## config.mk

```make
export PLATFORM = sky130hd
export DESIGN_NAME = mem_port_arbiter_flat
export DESIGN_NICKNAME = d
export VERILOG_FILES = /design/src/rtl/mem_port_arbiter_pkg.sv /design/src/rtl/mem_port_arbiter_if.sv /design/src/rtl/mem_port_arbiter_picker.sv /design/src/rtl/mem_port_arbiter.sv /design/src/flat_wrapper.sv
export SDC_FILE = /design/constraint.sdc
export NUM_CORES = 1
export LEC_CHECK = 0
export BUFFER_PORTS_ARGS = -buffer_cell sky130_fd_sc_hd__buf_2
export CORE_ASPECT_RATIO = 0.7
export CORE_MARGIN = 2
export CORE_UTILIZATION = 44
export DETAILED_ROUTE_END_ITERATION = 8
export PLACE_DENSITY_LB_ADDON = 0.12
export RECOVER_POWER = 100
export SLEW_MARGIN = 40
export SYNTH_ARGS = -nofsm -noshare
export SYNTH_HDL_FRONTEND = slang
export SYNTH_HIERARCHICAL = 1
export SYNTH_SLANG_ARGS = --single-unit
export TNS_END_PERCENT = 1
```

## constraint.sdc

```tcl
create_clock -name clk -period 2.15 [get_ports clk]
set_clock_uncertainty 0.2 [all_clocks]
set_input_delay 0 -clock clk [delete_from_list [all_inputs] [get_ports clk]]
set_output_delay 0 -clock clk [all_outputs]
set_load 0.02 [all_outputs]
```

## src/rtl/mem_port_arbiter_pkg.sv

```systemverilog
// Shared types and constants for the memory port arbiter.
package mem_arb_pkg;

    typedef enum logic [1:0] {
        IDLE   = 2'd0,
        ACCESS = 2'd1,
        RESP   = 2'd2
    } state_e;

    typedef enum logic {
        REQ_IF = 1'b0,
        REQ_LS = 1'b1
    } req_id_e;

    localparam int MAX_MEM_LATENCY = 15;
    localparam int CNT_W           = 4;

endpackage

```

## src/rtl/mem_port_arbiter_if.sv

```systemverilog
// Requester and memory-side signals of the arbiter; slave = arbiter, master = requesters + memory.
interface mem_port_arbiter_if #(
    parameter int ADDRESS_WIDTH = 5,
    parameter int DATA_SIZE     = 32
);
    logic                   if_req;
    logic [ADDRESS_WIDTH:0] if_addr;
    logic                   if_gnt;
    logic                   if_valid;
    logic [DATA_SIZE-1:0]   if_rdata;

    logic                   ls_req;
    logic                   ls_we;
    logic [ADDRESS_WIDTH:0] ls_addr;
    logic [DATA_SIZE-1:0]   ls_wdata;
    logic                   ls_gnt;
    logic                   ls_valid;
    logic [DATA_SIZE-1:0]   ls_rdata;

    logic                   mem_en;
    logic                   mem_we;
    logic [ADDRESS_WIDTH:0] mem_addr;
    logic [DATA_SIZE-1:0]   mem_wdata;
    logic [DATA_SIZE-1:0]   mem_rdata;

    logic                   busy;

    modport slave (
        input  if_req, if_addr, ls_req, ls_we, ls_addr, ls_wdata, mem_rdata,
        output if_gnt, if_valid, if_rdata, ls_gnt, ls_valid, ls_rdata,
        output mem_en, mem_we, mem_addr, mem_wdata, busy
    );

    modport master (
        output if_req, if_addr, ls_req, ls_we, ls_addr, ls_wdata, mem_rdata,
        input  if_gnt, if_valid, if_rdata, ls_gnt, ls_valid, ls_rdata,
        input  mem_en, mem_we, mem_addr, mem_wdata, busy
    );

endinterface

```

## src/rtl/mem_port_arbiter_picker.sv

```systemverilog
// Combinational winner select between IF and LS.
// MEM_ARB_ROUND_ROBIN_EN: on contention pick the requester not granted last; otherwise LS wins.
module arb_picker
    import mem_arb_pkg::*;
(
    input  logic    if_req,
    input  logic    ls_req,
`ifdef MEM_ARB_ROUND_ROBIN_EN
    input  req_id_e last_winner,
`endif
    output logic    any_req,
    output req_id_e winner
);

    always_comb begin
        any_req = if_req | ls_req;
        winner  = REQ_IF;
        if (if_req && ls_req) begin
`ifdef MEM_ARB_ROUND_ROBIN_EN
            winner = (last_winner == REQ_LS) ? REQ_IF : REQ_LS;
`else
            winner = REQ_LS;
`endif
        end else if (ls_req) begin
            winner = REQ_LS;
        end
    end

endmodule

```

## src/rtl/mem_port_arbiter.sv

```systemverilog
// Serialises IF fetches and LS loads/stores onto one memory port with a fixed access latency.
// MEM_ARB_ROUND_ROBIN_EN selects round-robin instead of LS-first arbitration.
module mem_port_arbiter
    import mem_arb_pkg::*;
#(
    parameter int ADDRESS_WIDTH = 5,
    parameter int DATA_SIZE     = 32,
    parameter int MEM_LATENCY   = 1
) (
    input  logic              clk,
    input  logic              rst,
    mem_port_arbiter_if.slave bus
);

    if (MEM_LATENCY < 1 || MEM_LATENCY > MAX_MEM_LATENCY) begin : g_bad_latency
        $error("mem_port_arbiter: MEM_LATENCY must be in 1..15");
    end

    localparam logic [CNT_W-1:0] LAT_M1 = CNT_W'(MEM_LATENCY - 1);

    state_e                 state_q, state_d;
    logic [CNT_W-1:0]       cnt_q, cnt_d;
    req_id_e                winner_q, winner_d;
    logic                   we_q, we_d;
    logic [ADDRESS_WIDTH:0] addr_q, addr_d;
    logic [DATA_SIZE-1:0]   wdata_q, wdata_d;
    logic [DATA_SIZE-1:0]   if_rdata_q, if_rdata_d;
    logic [DATA_SIZE-1:0]   ls_rdata_q, ls_rdata_d;
    logic                   if_gnt_q, if_gnt_d;
    logic                   ls_gnt_q, ls_gnt_d;
    logic                   any_req;
    req_id_e                pick;
`ifdef MEM_ARB_ROUND_ROBIN_EN
    req_id_e                last_q, last_d;
`endif

    arb_picker u_picker (
        .if_req      (bus.if_req),
        .ls_req      (bus.ls_req),
`ifdef MEM_ARB_ROUND_ROBIN_EN
        .last_winner (last_q),
`endif
        .any_req     (any_req),
        .winner      (pick)
    );

    always_comb begin
        state_d    = state_q;
        cnt_d      = cnt_q;
        winner_d   = winner_q;
        we_d       = we_q;
        addr_d     = addr_q;
        wdata_d    = wdata_q;
        if_rdata_d = if_rdata_q;
        ls_rdata_d = ls_rdata_q;
        if_gnt_d   = 1'b0;
        ls_gnt_d   = 1'b0;
`ifdef MEM_ARB_ROUND_ROBIN_EN
        last_d     = last_q;
`endif
        case (state_q)
            IDLE, RESP: begin
                if (any_req) begin
                    // Latch the winner's request so later changes on its inputs are ignored.
                    state_d  = ACCESS;
                    cnt_d    = LAT_M1;
                    winner_d = pick;
`ifdef MEM_ARB_ROUND_ROBIN_EN
                    last_d   = pick;
`endif
                    if (pick == REQ_LS) begin
                        we_d     = bus.ls_we;
                        addr_d   = bus.ls_addr;
                        wdata_d  = bus.ls_wdata;
                        ls_gnt_d = 1'b1;
                    end else begin
                        we_d     = 1'b0;
                        addr_d   = bus.if_addr;
                        wdata_d  = '0;
                        if_gnt_d = 1'b1;
                    end
                end else begin
                    state_d = IDLE;
                end
            end
            ACCESS: begin
                if (cnt_q == '0) begin
                    state_d = RESP;
                    if (!we_q) begin
                        if (winner_q == REQ_IF) if_rdata_d = bus.mem_rdata;
                        else                    ls_rdata_d = bus.mem_rdata;
                    end
                end else begin
                    cnt_d = cnt_q - 1'b1;
                end
            end
            default: state_d = IDLE;
        endcase
    end

    always_ff @(posedge clk or negedge rst) begin
        if (!rst) begin
            state_q    <= IDLE;
            cnt_q      <= '0;
            winner_q   <= REQ_IF;
            we_q       <= 1'b0;
            addr_q     <= '0;
            wdata_q    <= '0;
            if_rdata_q <= '0;
            ls_rdata_q <= '0;
            if_gnt_q   <= 1'b0;
            ls_gnt_q   <= 1'b0;
`ifdef MEM_ARB_ROUND_ROBIN_EN
            last_q     <= REQ_IF;
`endif
        end else begin
            state_q    <= state_d;
            cnt_q      <= cnt_d;
            winner_q   <= winner_d;
            we_q       <= we_d;
            addr_q     <= addr_d;
            wdata_q    <= wdata_d;
            if_rdata_q <= if_rdata_d;
            ls_rdata_q <= ls_rdata_d;
            if_gnt_q   <= if_gnt_d;
            ls_gnt_q   <= ls_gnt_d;
`ifdef MEM_ARB_ROUND_ROBIN_EN
            last_q     <= last_d;
`endif
        end
    end

    // Memory-side outputs decode straight from state so an async reset drops them at once.
    assign bus.busy      = (state_q != IDLE);
    assign bus.mem_en    = (state_q == ACCESS);
    assign bus.mem_we    = (state_q == ACCESS) && we_q;
    assign bus.mem_addr  = addr_q;
    assign bus.mem_wdata = wdata_q;
    assign bus.if_gnt    = if_gnt_q;
    assign bus.ls_gnt    = ls_gnt_q;
    assign bus.if_valid  = (state_q == RESP) && (winner_q == REQ_IF);
    assign bus.ls_valid  = (state_q == RESP) && (winner_q == REQ_LS);
    assign bus.if_rdata  = if_rdata_q;
    assign bus.ls_rdata  = ls_rdata_q;

endmodule

```

## src/flat_wrapper.sv

```systemverilog
// flat-port wrapper written by rule: the top's interface ports become plain ports
module mem_port_arbiter_flat import mem_arb_pkg::*;
#(
    parameter int ADDRESS_WIDTH = 5,
    parameter int DATA_SIZE     = 32,
    parameter int MEM_LATENCY   = 1
)
  (clk, rst, bus_if_req, bus_if_addr, bus_ls_req, bus_ls_we, bus_ls_addr, bus_ls_wdata, bus_mem_rdata, bus_if_gnt, bus_if_valid, bus_if_rdata, bus_ls_gnt, bus_ls_valid, bus_ls_rdata, bus_mem_en, bus_mem_we, bus_mem_addr, bus_mem_wdata, bus_busy);
  mem_port_arbiter_if #(.ADDRESS_WIDTH(ADDRESS_WIDTH), .DATA_SIZE(DATA_SIZE)) bus_i ();
  input  logic clk;
  input  logic rst;
  input wire logic [$bits(bus_i.if_req)-1:0] bus_if_req;
  input wire logic [$bits(bus_i.if_addr)-1:0] bus_if_addr;
  input wire logic [$bits(bus_i.ls_req)-1:0] bus_ls_req;
  input wire logic [$bits(bus_i.ls_we)-1:0] bus_ls_we;
  input wire logic [$bits(bus_i.ls_addr)-1:0] bus_ls_addr;
  input wire logic [$bits(bus_i.ls_wdata)-1:0] bus_ls_wdata;
  input wire logic [$bits(bus_i.mem_rdata)-1:0] bus_mem_rdata;
  output wire logic [$bits(bus_i.if_gnt)-1:0] bus_if_gnt;
  output wire logic [$bits(bus_i.if_valid)-1:0] bus_if_valid;
  output wire logic [$bits(bus_i.if_rdata)-1:0] bus_if_rdata;
  output wire logic [$bits(bus_i.ls_gnt)-1:0] bus_ls_gnt;
  output wire logic [$bits(bus_i.ls_valid)-1:0] bus_ls_valid;
  output wire logic [$bits(bus_i.ls_rdata)-1:0] bus_ls_rdata;
  output wire logic [$bits(bus_i.mem_en)-1:0] bus_mem_en;
  output wire logic [$bits(bus_i.mem_we)-1:0] bus_mem_we;
  output wire logic [$bits(bus_i.mem_addr)-1:0] bus_mem_addr;
  output wire logic [$bits(bus_i.mem_wdata)-1:0] bus_mem_wdata;
  output wire logic [$bits(bus_i.busy)-1:0] bus_busy;
  assign bus_i.if_req = bus_if_req;
  assign bus_i.if_addr = bus_if_addr;
  assign bus_i.ls_req = bus_ls_req;
  assign bus_i.ls_we = bus_ls_we;
  assign bus_i.ls_addr = bus_ls_addr;
  assign bus_i.ls_wdata = bus_ls_wdata;
  assign bus_i.mem_rdata = bus_mem_rdata;
  assign bus_if_gnt = bus_i.if_gnt;
  assign bus_if_valid = bus_i.if_valid;
  assign bus_if_rdata = bus_i.if_rdata;
  assign bus_ls_gnt = bus_i.ls_gnt;
  assign bus_ls_valid = bus_i.ls_valid;
  assign bus_ls_rdata = bus_i.ls_rdata;
  assign bus_mem_en = bus_i.mem_en;
  assign bus_mem_we = bus_i.mem_we;
  assign bus_mem_addr = bus_i.mem_addr;
  assign bus_mem_wdata = bus_i.mem_wdata;
  assign bus_busy = bus_i.busy;
  mem_port_arbiter #(.ADDRESS_WIDTH(ADDRESS_WIDTH), .DATA_SIZE(DATA_SIZE), .MEM_LATENCY(MEM_LATENCY)) u_core (.clk(clk), .rst(rst), .bus(bus_i));
endmodule
```

==> results.cfg <==
[outcome]
status = finished clean

[route]
drc = 0
vias = 3584
wl_microns = 11600
drtIter0Drc = 140
dr.pass1.iters = 4
vias_per_cell = 4.74
ant_nets = 0
post_drt_wl_per_cell_microns = 15.4

[yosys]
synthAdderAreaFrac = 0.00531
synth_top_family_by_area = multiplexers
synth_compound_area_frac = 0.0508
synth_cells = 350
syn_avg_cell_area_sq_um = 13.5
ys_seq_area_frac = 0.595
ys_types = 27
synth-simple-area-share = 0.0853
synth_warnings = 6
synthMuxAreaShare = 0.218
netlist_area_sq_mm = 0.00471
ys_seq_elements = 112
synth_xor_area_frac = 0
synth_nets = 433

[power]
peakVddDrop_v = 0.000531
power.leakage_nw = 3.29
power_density_mw_per_mm2 = 1190

[job]
maxCapViolations = 0

[global_route]
grt_pass1_wl_microns = 18900
grt_usage = 0.207
antenna_found_initial = 0
grt_pass1_vias = 3753
grt_max_degree = 70
overflow = 0

[clock_network]
cts-root-buf = clkbuf_16
clock-sinks = 112
cts_setup_buffers = 0
clock_latency_ns = 0.34
cts_max_path_buffers = 2
cts-buffers-inserted = 9
cts_tree = yes
clk_pin_slew_worst_paths_ns = 0.07
htree_levels = 3

[worst_setup_path]
r2r_slack_ns = 0.0006
required_ns = 2.18
startpoint_type = register
reg2reg_depth = 4
crit_arrival_ns = 2.18
r2r-end = u_core/bus.if_rdata[28]
path_class = reg -> reg
end_kind = register
path_max_fanout = 19
r2r_start = u_core/cnt_q[2]

[floorplanning]
dieArea_sq_mm = 0.0116
die_h_microns = 90.5
start_util = 0.453
fp.coreArea_sq_mm = 0.0104
dieWidth_microns = 128
row_count = 31
io_pins = 190

[place]
gp_congestion = 0.736
dp_slack_ns = 0.0240
dp_hpwl_microns = 7350
port_buffers = 189

[sta]
post-route-period-util = 1.00
setup_slack_ns = 0.000593
min_period_ns = 2.15
fin_hold_ws_ns = 0.0218
hold_viol_final = 0
fmax_mhz = 465
drv_slew = 0
setup_viol = 0
worst_pin_slew_ns = 1.24
slew_headroom = 0.170
rsz0062_at_grt = yes

[worst_hold_path]
whs_path_depth = 4
hold_path.class = in -> reg
min_to = u_core/bus.ls_gnt
hp-start = bus_ls_req

[final_layout]
n_antenna_cell = 0
finalNetCount = 702
mostFrequentLayoutCell = dfrtp_1
regArea_sq_mm = 0.00280
drive_gt1_frac = 0.284
multi_input_area_sq_mm = 0.00169
area_delta_synth_final_pct = 43.0
final_cell_mix = dfrtp_1, clkbuf_1, buf_2, dlygate4sd3_1, nand2_1
final.fill_count = 863
==> worst max-delay path: stages, from the launching register on <==
cell,delay (ns)
dfrtp_1,0.39
or3b_4,0.41
or4_4,0.53
buf_12,0.19
mux2_4,0.30
==> sequential cells by signal, indices dropped and copies added, names as in the netlist, 2 cells and up <==
register and cells:
u_core/state_q 2, u_core/bus.ls_rdata 32, u_core/bus.if_rdata 32, u_core/bus.mem_addr 6, u_core/cnt_q 4, u_core/bus.mem_wdata 32
==> metal layers <==
metal,GRT usage,vias up,share of wire
li1,-,1717,-
met1,0.268,1719,0.45
met2,0.330,132,0.46
met3,0.0723,16,0.077
met4,0.0586,0,0.014
met5,0,-,0
==> cell type report <==
class,instances,share of cell area
timing repair buffer,281,0.259
clock buffer,11,0.0375
inverter,4,0.00223
multi-input combinational,211,0.251
sequential,112,0.416
tap,132,0.0245
clock inverter,5,0.00966
==> power by group <==
part / switching, mW / internal, mW / total (mW) / leakage (nW)
registers: 0.424 / 2.82 / 3.25 / 1.37
clock network: 0.763 / 0.976 / 1.74 / 0.156
logic: 1.72 / 1.33 / 3.05 / 1.77
==> metrics by stage <==
step / instance area (sq um) / TNS, ns / power [mW] / util / cells
detailed placement: 5790 / 0 / 6.39 / 0.557 / 662
global route: 6730 / -1.30 / 8.48 / 0.648 / 756
finish: 6730 / 0 / 8.04 / 0.648 / 756
floorplan: 4710 / -0.748 / 5.30 / - / 350
CTS: 6890 / 0 / 8.29 / 0.663 / 756
global placement: 5790 / 0 / 6.34 / 0.557 / 662
==> worst max path at each step <==
stage,startpoint,endpoint,slack (ns),depth (start not counted)
floorplan,u_core/cnt_q[2],u_core/bus.if_rdata[10],-0.01,5
global route,u_core/cnt_q[2],u_core/bus.if_rdata[28],-0.04,4
CTS,u_core/cnt_q[2],u_core/bus.ls_rdata[10],0.007,4
global placement,u_core/cnt_q[2],u_core/bus.ls_rdata[6],0.04,4
detailed placement,u_core/cnt_q[2],u_core/bus.if_rdata[23],0.02,4
finish,u_core/cnt_q[2],u_core/bus.if_rdata[28],0.0006,4
==> cells in the mapped netlist (all sizes together) <==
cell    count  area [sq um]
dfrtp     112          2800
inv         4          15.0
ha          2          25.0
o21a        1          7.51
or3b        1          11.3
clkbuf     14          52.6
buf         9           146
mux2       64           946
mux2i       8          80.1
o21ai      40           200
nand2b      3          18.8
a21boi      1          7.51
or2         3          18.8
a21o        1          7.51
nand2      75           282
and4b       1          10.0
o41ai       1          8.76
and2        1          6.26
o211ai      1          7.51
nor2b       1          6.26
nor3b       2          15.0
or4         2          22.5
nor2        3          11.3
==> cells by family (layout without fill, tap and decap cells) <==
group	after synthesis	count (layout)
AOI/OAI and AO/OA	45	45
adders and majority gates	2	2
buffers and inverters	27	301
DFF	112	112
muxes	72	72
and+or+nand+nor	92	92
==> timing repair <==
action                     in CTS  in global routing
setup endpoints to repair       0                 61
resized for setup               0                  0
hold buffers                   78                  0
hold endpoints to repair      167                  0
No activity file was read; power rests on OpenSTA's default activity.
